### config.mk
export PLATFORM = sky130hd
export DESIGN_NAME = ext_bus_initiator_flat
export DESIGN_NICKNAME = d
export VERILOG_FILES = /design/src/rtl/ext_bus_initiator_if.sv /design/src/rtl/ext_bus_initiator.sv /design/src/flat_wrapper.sv
export SDC_FILE = /design/constraint.sdc
export NUM_CORES = 1
export LEC_CHECK = 0
export ABC_AREA = 1
export CORE_ASPECT_RATIO = 1.1
export CORE_MARGIN = 10
export CORE_UTILIZATION = 26
export CTS_BUF_LIST = sky130_fd_sc_hd__clkbuf_16
export DETAILED_ROUTE_END_ITERATION = 12
export PLACE_DENSITY = 0.69
export SLEW_MARGIN = 20
export SYNTH_ARGS = -nofsm -noshare
export SYNTH_HDL_FRONTEND = slang
export SYNTH_SLANG_ARGS = --single-unit
### constraint.sdc
create_clock -name clk_clk -period 1.2 [get_ports clk_clk]
set_input_delay 0.24 -clock clk_clk [delete_from_list [all_inputs] [get_ports clk_clk]]
set_output_delay 0.24 -clock clk_clk [all_outputs]
set_load 0.03 [all_outputs]
### src/rtl/ext_bus_initiator_if.sv
// Signal bundle for ext_bus_initiator: command port, response port and the external register bus.
// The master modport is the initiator's view; slave is the client/responder view.
interface ext_bus_initiator_if #(
    parameter int ADDR_WIDTH = 19,
    parameter int DATA_WIDTH = 16
);
    localparam int BE_WIDTH = DATA_WIDTH / 8;

    logic                  cmd_valid;
    logic                  cmd_ready;
    logic                  cmd_rw;
    logic [ADDR_WIDTH-1:0] cmd_address;
    logic [BE_WIDTH-1:0]   cmd_byte_enable;
    logic [DATA_WIDTH-1:0] cmd_write_data;

    logic                  rsp_valid;
    logic                  rsp_ready;
    logic [DATA_WIDTH-1:0] rsp_data;
    logic                  rsp_error;

    logic [ADDR_WIDTH-1:0] address;
    logic                  bus_enable;
    logic [BE_WIDTH-1:0]   byte_enable;
    logic                  rw;
    logic [DATA_WIDTH-1:0] write_data;
    logic                  acknowledge;
    logic [DATA_WIDTH-1:0] read_data;

    modport master (
        input  cmd_valid, cmd_rw, cmd_address, cmd_byte_enable, cmd_write_data,
        output cmd_ready,
        output rsp_valid, rsp_data, rsp_error,
        input  rsp_ready,
        output address, bus_enable, byte_enable, rw, write_data,
        input  acknowledge, read_data
    );

    modport slave (
        output cmd_valid, cmd_rw, cmd_address, cmd_byte_enable, cmd_write_data,
        input  cmd_ready,
        input  rsp_valid, rsp_data, rsp_error,
        output rsp_ready,
        input  address, bus_enable, byte_enable, rw, write_data,
        output acknowledge, read_data
    );
endinterface

### src/rtl/ext_bus_initiator.sv
// Single-command initiator for the external register bus: one bus transaction per command, one response each.
// Optional bus timeout enabled by defining EXT_BUS_TIMEOUT_EN.
module ext_bus_initiator #(
    parameter int ADDR_WIDTH     = 19,
    parameter int DATA_WIDTH     = 16,
    parameter int TIMEOUT_CYCLES = 1023
) (
    input  logic                clk_clk,
    input  logic                reset_reset,
    ext_bus_initiator_if.master bus
);
    localparam int BE_WIDTH = DATA_WIDTH / 8;

    typedef enum logic [1:0] {
        IDLE = 2'd0,
        BUS  = 2'd1,
        RESP = 2'd2
    } state_t;

    state_t                state_q, state_d;
    logic                  cmd_ready_q, cmd_ready_d;
    logic [ADDR_WIDTH-1:0] address_q, address_d;
    logic                  bus_enable_q, bus_enable_d;
    logic [BE_WIDTH-1:0]   byte_enable_q, byte_enable_d;
    logic                  rw_q, rw_d;
    logic [DATA_WIDTH-1:0] write_data_q, write_data_d;
    logic                  rsp_valid_q, rsp_valid_d;
    logic [DATA_WIDTH-1:0] rsp_data_q, rsp_data_d;
    logic                  rsp_error_q, rsp_error_d;

`ifdef EXT_BUS_TIMEOUT_EN
    localparam int                   CNT_WIDTH = $clog2(TIMEOUT_CYCLES + 1);
    localparam logic [CNT_WIDTH-1:0] CNT_LIMIT = CNT_WIDTH'(TIMEOUT_CYCLES);
    localparam logic [CNT_WIDTH-1:0] CNT_ONE   = CNT_WIDTH'(1);

    logic [CNT_WIDTH-1:0] wait_cnt_q, wait_cnt_d;
    logic                 timeout_hit;
`else
    localparam int timeout_unused = TIMEOUT_CYCLES;
`endif

    always_comb begin
        state_d       = state_q;
        address_d     = address_q;
        bus_enable_d  = bus_enable_q;
        byte_enable_d = byte_enable_q;
        rw_d          = rw_q;
        write_data_d  = write_data_q;
        rsp_valid_d   = rsp_valid_q;
        rsp_data_d    = rsp_data_q;
        rsp_error_d   = rsp_error_q;
`ifdef EXT_BUS_TIMEOUT_EN
        wait_cnt_d    = wait_cnt_q;
        timeout_hit   = 1'b0;
`endif
        case (state_q)
            IDLE: begin
                if (bus.cmd_valid) begin
                    if (|bus.cmd_byte_enable) begin
                        address_d     = bus.cmd_address;
                        byte_enable_d = bus.cmd_byte_enable;
                        rw_d          = bus.cmd_rw;
                        write_data_d  = bus.cmd_write_data;
                        bus_enable_d  = 1'b1;
                        state_d       = BUS;
`ifdef EXT_BUS_TIMEOUT_EN
                        wait_cnt_d    = '0;
`endif
                    end else begin
                        // No lanes selected: reject without touching the bus.
                        rsp_valid_d = 1'b1;
                        rsp_data_d  = '0;
                        rsp_error_d = 1'b1;
                        state_d     = RESP;
                    end
                end
            end
            BUS: begin
`ifdef EXT_BUS_TIMEOUT_EN
                timeout_hit = (wait_cnt_q + CNT_ONE) == CNT_LIMIT;
`endif
                // Acknowledge takes priority over a timeout landing on the same edge.
                if (bus.acknowledge) begin
                    bus_enable_d = 1'b0;
                    rsp_valid_d  = 1'b1;
                    rsp_data_d   = rw_q ? bus.read_data : '0;
                    rsp_error_d  = 1'b0;
                    state_d      = RESP;
                end
`ifdef EXT_BUS_TIMEOUT_EN
                else if (timeout_hit) begin
                    bus_enable_d = 1'b0;
                    rsp_valid_d  = 1'b1;
                    rsp_data_d   = '0;
                    rsp_error_d  = 1'b1;
                    state_d      = RESP;
                end else begin
                    wait_cnt_d = wait_cnt_q + CNT_ONE;
                end
`endif
            end
            RESP: begin
                if (bus.rsp_ready) begin
                    rsp_valid_d = 1'b0;
                    state_d     = IDLE;
                end
            end
            default: begin
                state_d = IDLE;
            end
        endcase
        cmd_ready_d = (state_d == IDLE);
    end

    always_ff @(posedge clk_clk) begin
        if (reset_reset) begin
            state_q       <= IDLE;
            cmd_ready_q   <= 1'b1;
            address_q     <= '0;
            bus_enable_q  <= 1'b0;
            byte_enable_q <= '0;
            rw_q          <= 1'b1;
            write_data_q  <= '0;
            rsp_valid_q   <= 1'b0;
            rsp_data_q    <= '0;
            rsp_error_q   <= 1'b0;
`ifdef EXT_BUS_TIMEOUT_EN
            wait_cnt_q    <= '0;
`endif
        end else begin
            state_q       <= state_d;
            cmd_ready_q   <= cmd_ready_d;
            address_q     <= address_d;
            bus_enable_q  <= bus_enable_d;
            byte_enable_q <= byte_enable_d;
            rw_q          <= rw_d;
            write_data_q  <= write_data_d;
            rsp_valid_q   <= rsp_valid_d;
            rsp_data_q    <= rsp_data_d;
            rsp_error_q   <= rsp_error_d;
`ifdef EXT_BUS_TIMEOUT_EN
            wait_cnt_q    <= wait_cnt_d;
`endif
        end
    end

    assign bus.cmd_ready   = cmd_ready_q;
    assign bus.address     = address_q;
    assign bus.bus_enable  = bus_enable_q;
    assign bus.byte_enable = byte_enable_q;
    assign bus.rw          = rw_q;
    assign bus.write_data  = write_data_q;
    assign bus.rsp_valid   = rsp_valid_q;
    assign bus.rsp_data    = rsp_data_q;
    assign bus.rsp_error   = rsp_error_q;
endmodule

### src/flat_wrapper.sv
// flat-port wrapper written by rule: the top's interface ports become plain ports
module ext_bus_initiator_flat 
#(
    parameter int ADDR_WIDTH     = 19,
    parameter int DATA_WIDTH     = 16,
    parameter int TIMEOUT_CYCLES = 1023
)
  (clk_clk, reset_reset, bus_cmd_valid, bus_cmd_rw, bus_cmd_address, bus_cmd_byte_enable, bus_cmd_write_data, bus_cmd_ready, bus_rsp_valid, bus_rsp_data, bus_rsp_error, bus_rsp_ready, bus_address, bus_bus_enable, bus_byte_enable, bus_rw, bus_write_data, bus_acknowledge, bus_read_data);
  ext_bus_initiator_if #(.ADDR_WIDTH(ADDR_WIDTH), .DATA_WIDTH(DATA_WIDTH)) bus_i ();
  input  logic clk_clk;
  input  logic reset_reset;
  input wire logic [$bits(bus_i.cmd_valid)-1:0] bus_cmd_valid;
  input wire logic [$bits(bus_i.cmd_rw)-1:0] bus_cmd_rw;
  input wire logic [$bits(bus_i.cmd_address)-1:0] bus_cmd_address;
  input wire logic [$bits(bus_i.cmd_byte_enable)-1:0] bus_cmd_byte_enable;
  input wire logic [$bits(bus_i.cmd_write_data)-1:0] bus_cmd_write_data;
  output wire logic [$bits(bus_i.cmd_ready)-1:0] bus_cmd_ready;
  output wire logic [$bits(bus_i.rsp_valid)-1:0] bus_rsp_valid;
  output wire logic [$bits(bus_i.rsp_data)-1:0] bus_rsp_data;
  output wire logic [$bits(bus_i.rsp_error)-1:0] bus_rsp_error;
  input wire logic [$bits(bus_i.rsp_ready)-1:0] bus_rsp_ready;
  output wire logic [$bits(bus_i.address)-1:0] bus_address;
  output wire logic [$bits(bus_i.bus_enable)-1:0] bus_bus_enable;
  output wire logic [$bits(bus_i.byte_enable)-1:0] bus_byte_enable;
  output wire logic [$bits(bus_i.rw)-1:0] bus_rw;
  output wire logic [$bits(bus_i.write_data)-1:0] bus_write_data;
  input wire logic [$bits(bus_i.acknowledge)-1:0] bus_acknowledge;
  input wire logic [$bits(bus_i.read_data)-1:0] bus_read_data;
  assign bus_i.cmd_valid = bus_cmd_valid;
  assign bus_i.cmd_rw = bus_cmd_rw;
  assign bus_i.cmd_address = bus_cmd_address;
  assign bus_i.cmd_byte_enable = bus_cmd_byte_enable;
  assign bus_i.cmd_write_data = bus_cmd_write_data;
  assign bus_cmd_ready = bus_i.cmd_ready;
  assign bus_rsp_valid = bus_i.rsp_valid;
  assign bus_rsp_data = bus_i.rsp_data;
  assign bus_rsp_error = bus_i.rsp_error;
  assign bus_i.rsp_ready = bus_rsp_ready;
  assign bus_address = bus_i.address;
  assign bus_bus_enable = bus_i.bus_enable;
  assign bus_byte_enable = bus_i.byte_enable;
  assign bus_rw = bus_i.rw;
  assign bus_write_data = bus_i.write_data;
  assign bus_i.acknowledge = bus_acknowledge;
  assign bus_i.read_data = bus_read_data;
  ext_bus_initiator #(.ADDR_WIDTH(ADDR_WIDTH), .DATA_WIDTH(DATA_WIDTH), .TIMEOUT_CYCLES(TIMEOUT_CYCLES)) u_core (.clk_clk(clk_clk), .reset_reset(reset_reset), .bus(bus_i));
endmodule
==> results.yml <==
detailed_routing:
  vias: 2345
  wl_met1_microns: 3130
  met3_wirelength_microns: 752
  detailedRoute.firstPassIterationCount: 4
  drt-wirelength-per-cell_microns: 14.3
  first_iter_violations: 54
  viasPerCell: 4.41
  highest_layer: "met4"
  total_wirelength_of_the_detailed_routed_design_microns: 7590
  detailroute.wirelength.met2_microns: 3630
  drc_errors: 0
  route.antenna.remaining_nets: 0
logic_synthesis:
  synth_compound_gate_area_share: 0.178
  synth_top_family_by_area: "simple AND/OR/NAND/NOR gates"
  synthSimpleGateAreaFrac: 0.214
  synth.distinct_cells: 20
  mappedNetlistArea_sq_um: 2250
  avgSynthCellArea_sq_um: 7.99
  postSynthNetCount: 341
  synth_sequential_area_ratio: 0.533
  area_share_of_fa_ha_maj_cells_after_synthesis: 0
  synth_seq_cells: 60
  yosys-mux-area-fraction: 0
  ys_warn_count: 0
  post_synth_xor_area_fraction: 0
  number_of_cells_produced_by_synthesis: 282
pwr:
  power.static_leakage_nw: 1.80
  vdd.ir_drop.worst_mv: 0.638
  pwr_density_cell_nw_per_um2: 1620
flow_run:
  drv_cap: 0
grt:
  grt_usage: 0.112
  grt_overflow: 0
  grt_max_degree: 41
  number_of_global_route_vias_before_repair: 2376
  global_route_wire_length_before_repair_microns: 11600
  number_of_antenna_violations_at_the_first_check_in_global_routing: 0
timing:
  final_hold_slack_ps: 309
  final.period_utilization: 1.05
  hold_violations: 0
  maxSlewHeadroom: 0.830
  grt_setup_unrepaired: "yes"
  finalCriticalPeriod_ps: 1260
  maxClockFrequency_mhz: 796
  timing.clock.skew_ps: 4.59
  setup_slack_ps: -57.1
  tightestPinTransition_ps: 255
  timing.final.setup_violations: 22
  setup_total_negative_slack_ps: -508
  slew_violations: 0
cts:
  max-clock-path-buffers: 2
  number_of_buffers_added_to_fix_hold_violations_after_cts: 0
  insertion_delay_ps: 320
  clk_pin_slew_ps: 50
  clock_tree.htree_level_count: 3
  cts_inserted_buffers: 9
  cts_num_sinks: 60
  tritoncts: "done"
  clk_root_buffer_cell: "clkbuf_16"
critical_path:
  critical_path_cell_count: 8
  critical_path.max_stage_delay_ps: 500
  worstPathBufferInverterCount: 3
  critPathLaunchType: "primary input"
  timing.setup.critical_path_class: "primary input to register"
  timing.critical_path.arrival_ps: 1510
  timing.critical_path.slowest_stage_cell: "clkdlybuf4s50_1"
  timing.critical_path.cells: "clkdlybuf4s50_1 -> inv_1 -> nand3_4 -> nand2_4 -> nor2_4 -> clkbuf_16 -> o21ai_0 -> nor2_1"
  critPathRequiredTime_ps: 1450
  largest_delay_contributor_family_on_the_critical_path: "buffers and inverters"
  rrSetupSlack_ps: -40
  regToRegEndpoint: "u_core.bus.rsp_data[6]$_SDFFE_PP0P_"
  r2r-start: "u_core.state_q[0]$_SDFF_PP0_"
  setup.worst_path.end_class: "register"
  path_max_fanout: 7
  worst_r2r_path_depth: 7
placed_design:
  number_of_port_buffers: 116
  place.detailed.instances: 510
  dpl_cell_area_sq_um: 3520
  dp_worst_setup_slack_ps: -409
  post-dp-hpwl_microns: 5410
  place.gp.congestion: 0.790
final_layout:
  final_net_count: 475
  proportion_of_layout_cells_with_a_drive_suffix_above_1: 0.295
  fin_area_sq_um: 3930
  area_delta_synth_final_pct: 74.5
  insertedDiodeCount: 0
  layout.cells.most_common_list: "nor2_1, buf_4, dfxtp_1"
  stdcell_count: 532
  mostFrequentLayoutCell: "nor2_1"
floorplanning:
  num_io_pins: 117
  die_area_sq_um: 12800
  floorplan.initialDensity: 0.268
  fp_rows: 35
  die_height_microns: 118
  die_w_microns: 109
  core_area_sq_um: 8410
run_status:
  failed_checks: "setup timing"
  run_status: "finished with violations"
worst_hold_path:
  min_delay_path_depth: 4
  hold_path_class: "primary input to register"
  hold_path.startpoint: "bus_cmd_byte_enable[0]"
  timing.hold.worst_endpoint: "u_core.bus.byte_enable[0]$_SDFFE_PP0P_"
layer usage:
| metal | up-vias | track usage |
|---|---|---|
| met3 | 9 | 0.0597 |
| met1 | 1062 | 0.122 |
| met4 | 0 | 0.0347 |
| met2 | 90 | 0.182 |
| li1 | 1184 | - |
| met5 | - | 0 |
what timing repair did:
action,4_1_cts,5_1_grt
endpoints found under the hold margin,0,0
gates resized for setup,9,17
cloned,0,2
pin swaps,2,5
setup buffers,2,2
setup endpoints to repair,56,58
how the worst max path moves through the flow:
stage                                             from                             endpoint  slack, ps
after floorplan           u_core.state_q[0]$_SDFF_PP0_  u_core.bus.address[16]$_SDFFE_PP0P_          2
after global placement          bus_cmd_byte_enable[0]  u_core.bus.address[13]$_SDFFE_PP0P_       -360
after detailed placement        bus_cmd_byte_enable[0]  u_core.bus.address[13]$_SDFFE_PP0P_       -410
after CTS                       bus_cmd_byte_enable[0]  u_core.bus.address[13]$_SDFFE_PP0P_        -30
after global routing      u_core.state_q[0]$_SDFF_PP0_   u_core.bus.address[7]$_SDFFE_PP0P_       -130
final                                  bus_acknowledge  u_core.bus.rsp_data[6]$_SDFFE_PP0P_        -60
cells in the mapped netlist:
cell type	count	area share
dfxtp_1	60	0.53
nand3_2	1	0.0044
inv_2	4	0.0067
nand3_1	1	0.0022
buf_6	5	0.025
inv_1	11	0.018
clkinv_1	1	0.0017
nand2_4	3	0.015
a21oi_1	20	0.044
buf_4	1	0.0033
a21oi_2	1	0.0039
nand2_1	10	0.017
nor2_1	88	0.15
nand2_2	3	0.0083
clkbuf_1	5	0.0083
o21ai_0	57	0.13
nor2_4	3	0.015
buf_2	5	0.011
a22oi_1	1	0.0033
nand4_1	2	0.0056
tightest hold or removal path: cells and delay by family:
kind	cells	cell delay (ps)
compound gates	1	50
buf+inv	3	290
flip-flops by register name, indices dropped and copies added, names as in the netlist:
register and cells:
u_core.bus.address 19, u_core.bus.rsp_data 16, u_core.bus.write_data 16, u_core.bus.byte_enable 2, u_core.state_q 2, u_core.bus.bus_enable 1
u_core.bus.cmd_ready 1, u_core.bus.rsp_error 1, u_core.bus.rsp_valid 1, u_core.bus.rw 1
where the power goes:
group          internal, mW  total (mW)  switching [mW]
Combinational         0.710        1.63           0.920
Clock                  1.58        2.42           0.846
Sequential             2.20        2.31           0.111
Total                  4.49        6.36            1.88
cells by family after synthesis:
group                  count (synthesis)
AND/OR/NAND/NOR                      111
AO/OA/AOI/OAI                         79
flip-flops                            60
buffers and inverters                 32
metrics by stage:
step                total power, mW   util
global placement               3.85  0.418
floorplan                      3.17      -
detailed placement             3.87  0.418
CTS                            6.38  0.456
finish                         6.36  0.467
global route                   6.71  0.467
cell type report:
class / count / area [sq um]
timing repair buffer: 138 / 1310
clock inverter: 7 / 58.8
inverter: 16 / 60.1
fill: 810 / 4480
tap: 111 / 139
sequential: 60 / 1200
multi-input combinational: 191 / 936
clock buffer: 9 / 225
Power figures use the tool's default switching activity.
